<file path="src/rtl/pp_rd_arbiter.sv">
// Read-request arbiter: picks one pending peripheral group and holds a
// one-hot request to the periplex encoder until ack or ack timeout.
module pp_rd_arbiter #(
  parameter int TOTAL_GRP     = 4,
  parameter int ARB_MODE      = 1,
  parameter int TIMEOUT_WIDTH = 8,
  parameter int TIMEOUT       = 200
) (
  input  logic                 clk,
  input  logic                 rst,
  input  logic [TOTAL_GRP-1:0] i_interrupt,
  input  logic [TOTAL_GRP-1:0] i_int_mask,
  input  logic                 rd_req_ack,
  output logic                 rd_req,
  output logic [TOTAL_GRP-1:0] rd_slave_id,
  output logic                 o_busy,
  output logic                 o_timeout,
  output logic [TOTAL_GRP-1:0] o_timeout_id
);

  localparam int PW = (TOTAL_GRP > 1) ? $clog2(TOTAL_GRP) : 1;
  localparam logic [PW:0] NGRP = (PW+1)'(TOTAL_GRP);
  localparam logic [TIMEOUT_WIDTH-1:0] TMO_LAST =
    TIMEOUT_WIDTH'(TIMEOUT - 1);

  typedef enum logic [1:0] {
    S_IDLE,
    S_REQ,
    S_GAP
  } state_t;

  state_t r_state;
  state_t w_next;

  logic [PW-1:0]            r_ptr;
  logic [PW-1:0]            r_win_idx;
  logic [TIMEOUT_WIDTH-1:0] r_timer;
  logic                     r_req;
  logic [TOTAL_GRP-1:0]     r_id;
  logic                     r_busy;
  logic                     r_tmo;
  logic [TOTAL_GRP-1:0]     r_tid;

  logic [TOTAL_GRP-1:0]     w_pending;
  logic [PW-1:0]            w_base;
  logic [2*TOTAL_GRP-1:0]   w_dbl;
  logic [TOTAL_GRP-1:0]     w_rot;
  logic [PW-1:0]            w_off;
  logic [PW:0]              w_sum;
  logic [PW-1:0]            w_win_idx;
  logic [TOTAL_GRP-1:0]     w_win_oh;
  logic [PW:0]              w_inc;
  logic [PW-1:0]            w_nxt_ptr;
  logic                     w_grant;
  logic                     w_rel;
  logic                     w_tmo;

  assign w_pending = i_interrupt & ~i_int_mask;
  assign w_base    = (ARB_MODE == 1) ? r_ptr : '0;

  // Rotate so the pointer's group sits at bit 0, then take the lowest bit.
  always_comb begin
    w_dbl = {w_pending, w_pending} >> w_base;
    w_rot = w_dbl[TOTAL_GRP-1:0];
    w_off = '0;
    for (int i = TOTAL_GRP - 1; i >= 0; i--) begin
      if (w_rot[i]) w_off = i[PW-1:0];
    end
    w_sum = {1'b0, w_base} + {1'b0, w_off};
    if (w_sum >= NGRP) w_sum = w_sum - NGRP;
    w_win_idx = w_sum[PW-1:0];
    w_win_oh  = TOTAL_GRP'(1) << w_win_idx;
  end

  always_comb begin
    w_inc = {1'b0, r_win_idx} + 1'b1;
    if (w_inc >= NGRP) w_inc = '0;
    w_nxt_ptr = w_inc[PW-1:0];
  end

  always_comb begin
    w_next  = r_state;
    w_grant = 1'b0;
    w_rel   = 1'b0;
    w_tmo   = 1'b0;
    unique case (r_state)
      S_IDLE: begin
        if (|w_pending) begin
          w_grant = 1'b1;
          w_next  = S_REQ;
        end
      end
      S_REQ: begin
        if (rd_req_ack) begin
          w_rel  = 1'b1;
          w_next = S_GAP;
        end else if (r_timer == TMO_LAST) begin
          w_rel  = 1'b1;
          w_tmo  = 1'b1;
          w_next = S_GAP;
        end
      end
      S_GAP:   w_next = S_IDLE;
      default: w_next = S_IDLE;
    endcase
  end

  always_ff @(posedge clk) begin
    if (rst) begin
      r_state   <= S_IDLE;
      r_ptr     <= '0;
      r_win_idx <= '0;
      r_timer   <= '0;
      r_req     <= 1'b0;
      r_id      <= '0;
      r_busy    <= 1'b0;
      r_tmo     <= 1'b0;
      r_tid     <= '0;
    end else begin
      r_state <= w_next;
      r_busy  <= (w_next != S_IDLE);
      r_tmo   <= w_tmo;
      if (w_grant) begin
        r_req     <= 1'b1;
        r_id      <= w_win_oh;
        r_win_idx <= w_win_idx;
        r_timer   <= '0;
      end else if (r_state == S_REQ) begin
        r_timer <= r_timer + 1'b1;
      end
      if (w_rel) begin
        r_req <= 1'b0;
        r_id  <= '0;
        if (ARB_MODE == 1) r_ptr <= w_nxt_ptr;
      end
      if (w_tmo) r_tid <= r_id;
    end
  end

  assign rd_req       = r_req;
  assign rd_slave_id  = r_id;
  assign o_busy       = r_busy;
  assign o_timeout    = r_tmo;
  assign o_timeout_id = r_tid;

endmodule
</file>
<file path="config.mk">
export PLATFORM = sky130hd
export DESIGN_NAME = pp_rd_arbiter
export DESIGN_NICKNAME = d
export VERILOG_FILES = /design/src/rtl/pp_rd_arbiter.sv
export SDC_FILE = /design/constraint.sdc
export NUM_CORES = 1
export LEC_CHECK = 0
export ABC_CLOCK_PERIOD_IN_PS = 2460
export BUFFER_PORTS_ARGS = -buffer_cell sky130_fd_sc_hd__buf_2
export CAP_MARGIN = 20
export CORE_UTILIZATION = 53
export DETAILED_ROUTE_END_ITERATION = 10
export PLACE_DENSITY_LB_ADDON = 0.12
export SYNTH_ARGS = -nofsm -noshare
export SYNTH_HDL_FRONTEND = slang
export SYNTH_SLANG_ARGS = --single-unit
</file>
<file path="constraint.sdc">
create_clock -name clk -period 2.46 [get_ports clk]
set_input_delay 0.492 -clock clk [delete_from_list [all_inputs] [get_ports clk]]
set_output_delay 0.492 -clock clk [all_outputs]
set_load 0.01 [all_outputs]
</file>
==> flow_summary_export.csv <==
group,metric,value,unit
yosys,syn_area,1175,um^2
floorplan,start_util,0.5811,
worst_setup_path,cp_common_cell,"o21ai_0",
clock_network,numCtsBuffers,3,
pwr,vdd.ir_drop.worst,0.3905,mV
min_path,whs_path_depth,3,
yosys,synthFlopType,"dfxtp_1",
worst_setup_path,r2r-end,"rd_slave_id[0]$_SDFFE_PP0P_",
worst_setup_path,arrival,2.42,ns
floorplan,die_y,49.08,um
pwr,p_int,550.1,uW
sta,slew_viol_final,0,
global_routing,grt_overflow,0,
worst_setup_path,critPathRequiredTime,2.72,ns
clock_network,cts_num_sinks,25,
pwr,power_density,581.0,nW/um^2
floorplan,die_area,2409,um^2
run_status,outcome,"finished, final reports clean",
yosys,async_reset_ff_frac,0,
yosys,ys_ff_latch,25,
global_routing,grt_max_degree,16,
yosys,avgSynthCellArea,9.251,um^2
worst_setup_path,slowest_delay,0.62,ns
clock_network,worst_skew_pair.late_latency,0.32,ns
pwr,total_power,768.4,uW
pwr,switching_power,218.3,uW
finish,final_cell_mix,"dfxtp_1 (25), buf_2 (21), nor2_1 (19)",
sta,slew_headroom,0.6333,
route,wl,2132,um
finish,diodes,0,
pwr,leakagePower,0.0005803,uW
finish,fin_nets,163,
clock_network,cts_max_level,1,
worst_setup_path,r2r-start,"r_ptr[0]$_SDFFE_PP0P_",
global_routing,antenna_found_initial,0,
global_routing,grt_pass1_vias,878,
clock_network,cts_root_buf,"clkbuf_4",
finish,drive_above_1_share,0.2297,
worst_setup_path,critical_path.endpoint,"rd_slave_id[0]$_SDFFE_PP0P_",
worst_setup_path,crit_chain,"mux2i_1, a21oi_1, o21ai_0, o21ai_0, ha_1, or3_1, o22ai_1",
worst_setup_path,r2r_cells,7,
pwr,switching_share,0.2841,
yosys,ys_warn_count,0,
route,wl_per_cell,12.18,um
route,via_count,934,
clock_network,postCtsResizedCells,0,
sta,min_period,2.159,ns
yosys,yosysSeqAreaShare,0.4260,
floorplan,rows,16,
sta,rsz0062_at_grt,"false",
floorplan,dieWidth,49.08,um
yosys,synth_cell_types,35,
global_routing,grt_use_total,0.2007,
job,cap_violations,0,
sta,max_clock_freq,0.4632,GHz
worst_setup_path,startpoint,"r_ptr[0]$_SDFFE_PP0P_",
worst_setup_path,r2r_slack,0.30,ns
sta,fin_skew,0.002954,ns
sta,tns,0,ns
clock_network,clock_tree.buffer_depth,2,
route,drtIter0Drc,10,
yosys,synth.top_cell.area_share,0.4260,
min_path,min_path_type,"in2reg",
sta,period_share,0.8776,
pwr,p_seq_frac,0.579,
floorplan,ios,22,
finish,fin_area,1323,um^2
pwr,power_frac_comb,0.179,
route,drc,0,
yosys,synth_top_cell_by_area,"dfxtp_1",
worst_setup_path,crit_type,"reg2reg",
pwr,clkPwrFrac,0.242,
yosys,syn_inst,127,
yosys,syn-num-nets,141,
route,viasPerCell,5.337,
clock_network,cts_tree,"built",
finish,final_common_cell,"dfxtp_1",
route,postRouteAntennaNets,0,
worst_setup_path,crit_path_end_kind,"flop",
yosys,ys_top_cells_by_area,"dfxtp_1 (43%), mux2i_1 (6.8%), nor2_1 (6.1%)",
worst_setup_path,cpMaxStageDelayCell,"dfxtp_1",
place,hpwl,1630,um
yosys,synth_edf_count,0,
place,dpl_cell_area,1292,um^2
route,firstDrtPassIters,4,
clock_network,hold_buffers,0,
clock_network,clk_pin_slew_worst_paths,0.14,ns
place,numPortBuffers,21,
sta,hold_viol,0,
sta,setup_viol,0,
clock_network,postCtsSetupRepairBufs,0,
worst_setup_path,crit_fanout,10,
place,gp_congestion,0.7531,
floorplan,core,2022,um^2
global_routing,grt_pass1_wl,3732,um
worst_setup_path,critPathLaunchType,"flop",
finish,syn2layout_area_growth,12.57,%
sta,worst_slew_pin_slew,0.5489,ns
Yosys cell counts (all sizes together), types with 3 or more instances:
cell type	n
a21oi	7
buf	3
dfxtp	25
ha	3
inv	3
mux2i	8
nand2	8
nand2b	4
nand3	4
nor2	19
nor2b	6
o22ai	4
xor2	7
power by group through the flow:
stage / Clock, uW / Sequential, uW / Combinational (uW)
global placement: 0 / 452 / 135
floorplan: 0 / 452 / 102
finish: 186 / 445 / 138
detailed placement: 0 / 454 / 138
CTS: 194 / 445 / 139
global route: 209 / 448 / 155
area by class of cell:
cell class                 instances  area [um^2]
timing repair buffer              22        112.6
multi-input combinational         94        634.4
clock inverter                     1        7.507
sequential                        25        500.5
tap                               27        33.78
fill                             187        699.4
clock buffer                       3        22.52
inverter                           3        11.26
per-stage QoR:
| stage | util | hold WS (ns) | setup WS [ns] | std cells |
|---|---|---|---|---|
| 3_3_place_gp | 0.6392 | 0.4318 | 0.2840 | 171 |
| 6_report | 0.6541 | 0.4443 | 0.3011 | 175 |
| 3_5_place_dp | 0.6392 | 0.4362 | 0.2153 | 171 |
| 5_1_grt | 0.6541 | 0.4389 | 0.1256 | 175 |
| 4_1_cts | 0.6541 | 0.4293 | 0.3307 | 175 |
| 2_1_floorplan | - | 0.4631 | 0.4482 | 127 |
state kept, by name, indices dropped and copies added, names as in the netlist:
signal,cells
r_ptr,2
rd_slave_id,4
o_timeout_id,4
rd_req,1
r_win_idx,2
o_timeout,1
r_state,2
r_timer,8
o_busy,1
cells by family after synthesis:
group,after synthesis,synth area share
AO/OA/AOI/OAI,20,0.1193
XOR/XNOR,9,0.07349
multiplexers,8,0.06816
adder cells (fa/ha/maj),4,0.04154
flip-flops,25,0.4260
AND/OR/NAND/NOR,53,0.2375
buffers and inverters,8,0.03408
metal layers:
layer  track usage  wire (um)
met2        0.3333       1048
met5             0          0
met4       0.08824         41
met3       0.03738         49
met1        0.2505        993
critical path, delay by kind of cell (launching register included):
family	cells	cell delay (ns)
simple gates	1	0.39
fa+ha+maj	1	0.29
flops	1	0.62
compound gates	4	0.51
mux	1	0.30
worst min path at each step:
stage                           endpoint                 startpoint
2_1_floorplan  r_win_idx[1]$_SDFFE_PP0P_  r_win_idx[1]$_SDFFE_PP0P_
3_3_place_gp         rd_req$_SDFFE_PP0P_        rd_req$_SDFFE_PP0P_
3_5_place_dp         rd_req$_SDFFE_PP0P_        rd_req$_SDFFE_PP0P_
4_1_cts            r_state[0]$_SDFF_PP0_                 rd_req_ack
5_1_grt            r_state[0]$_SDFF_PP0_                 rd_req_ack
6_report           r_state[0]$_SDFF_PP0_                 rd_req_ack
Power figures use the tool's default switching activity.
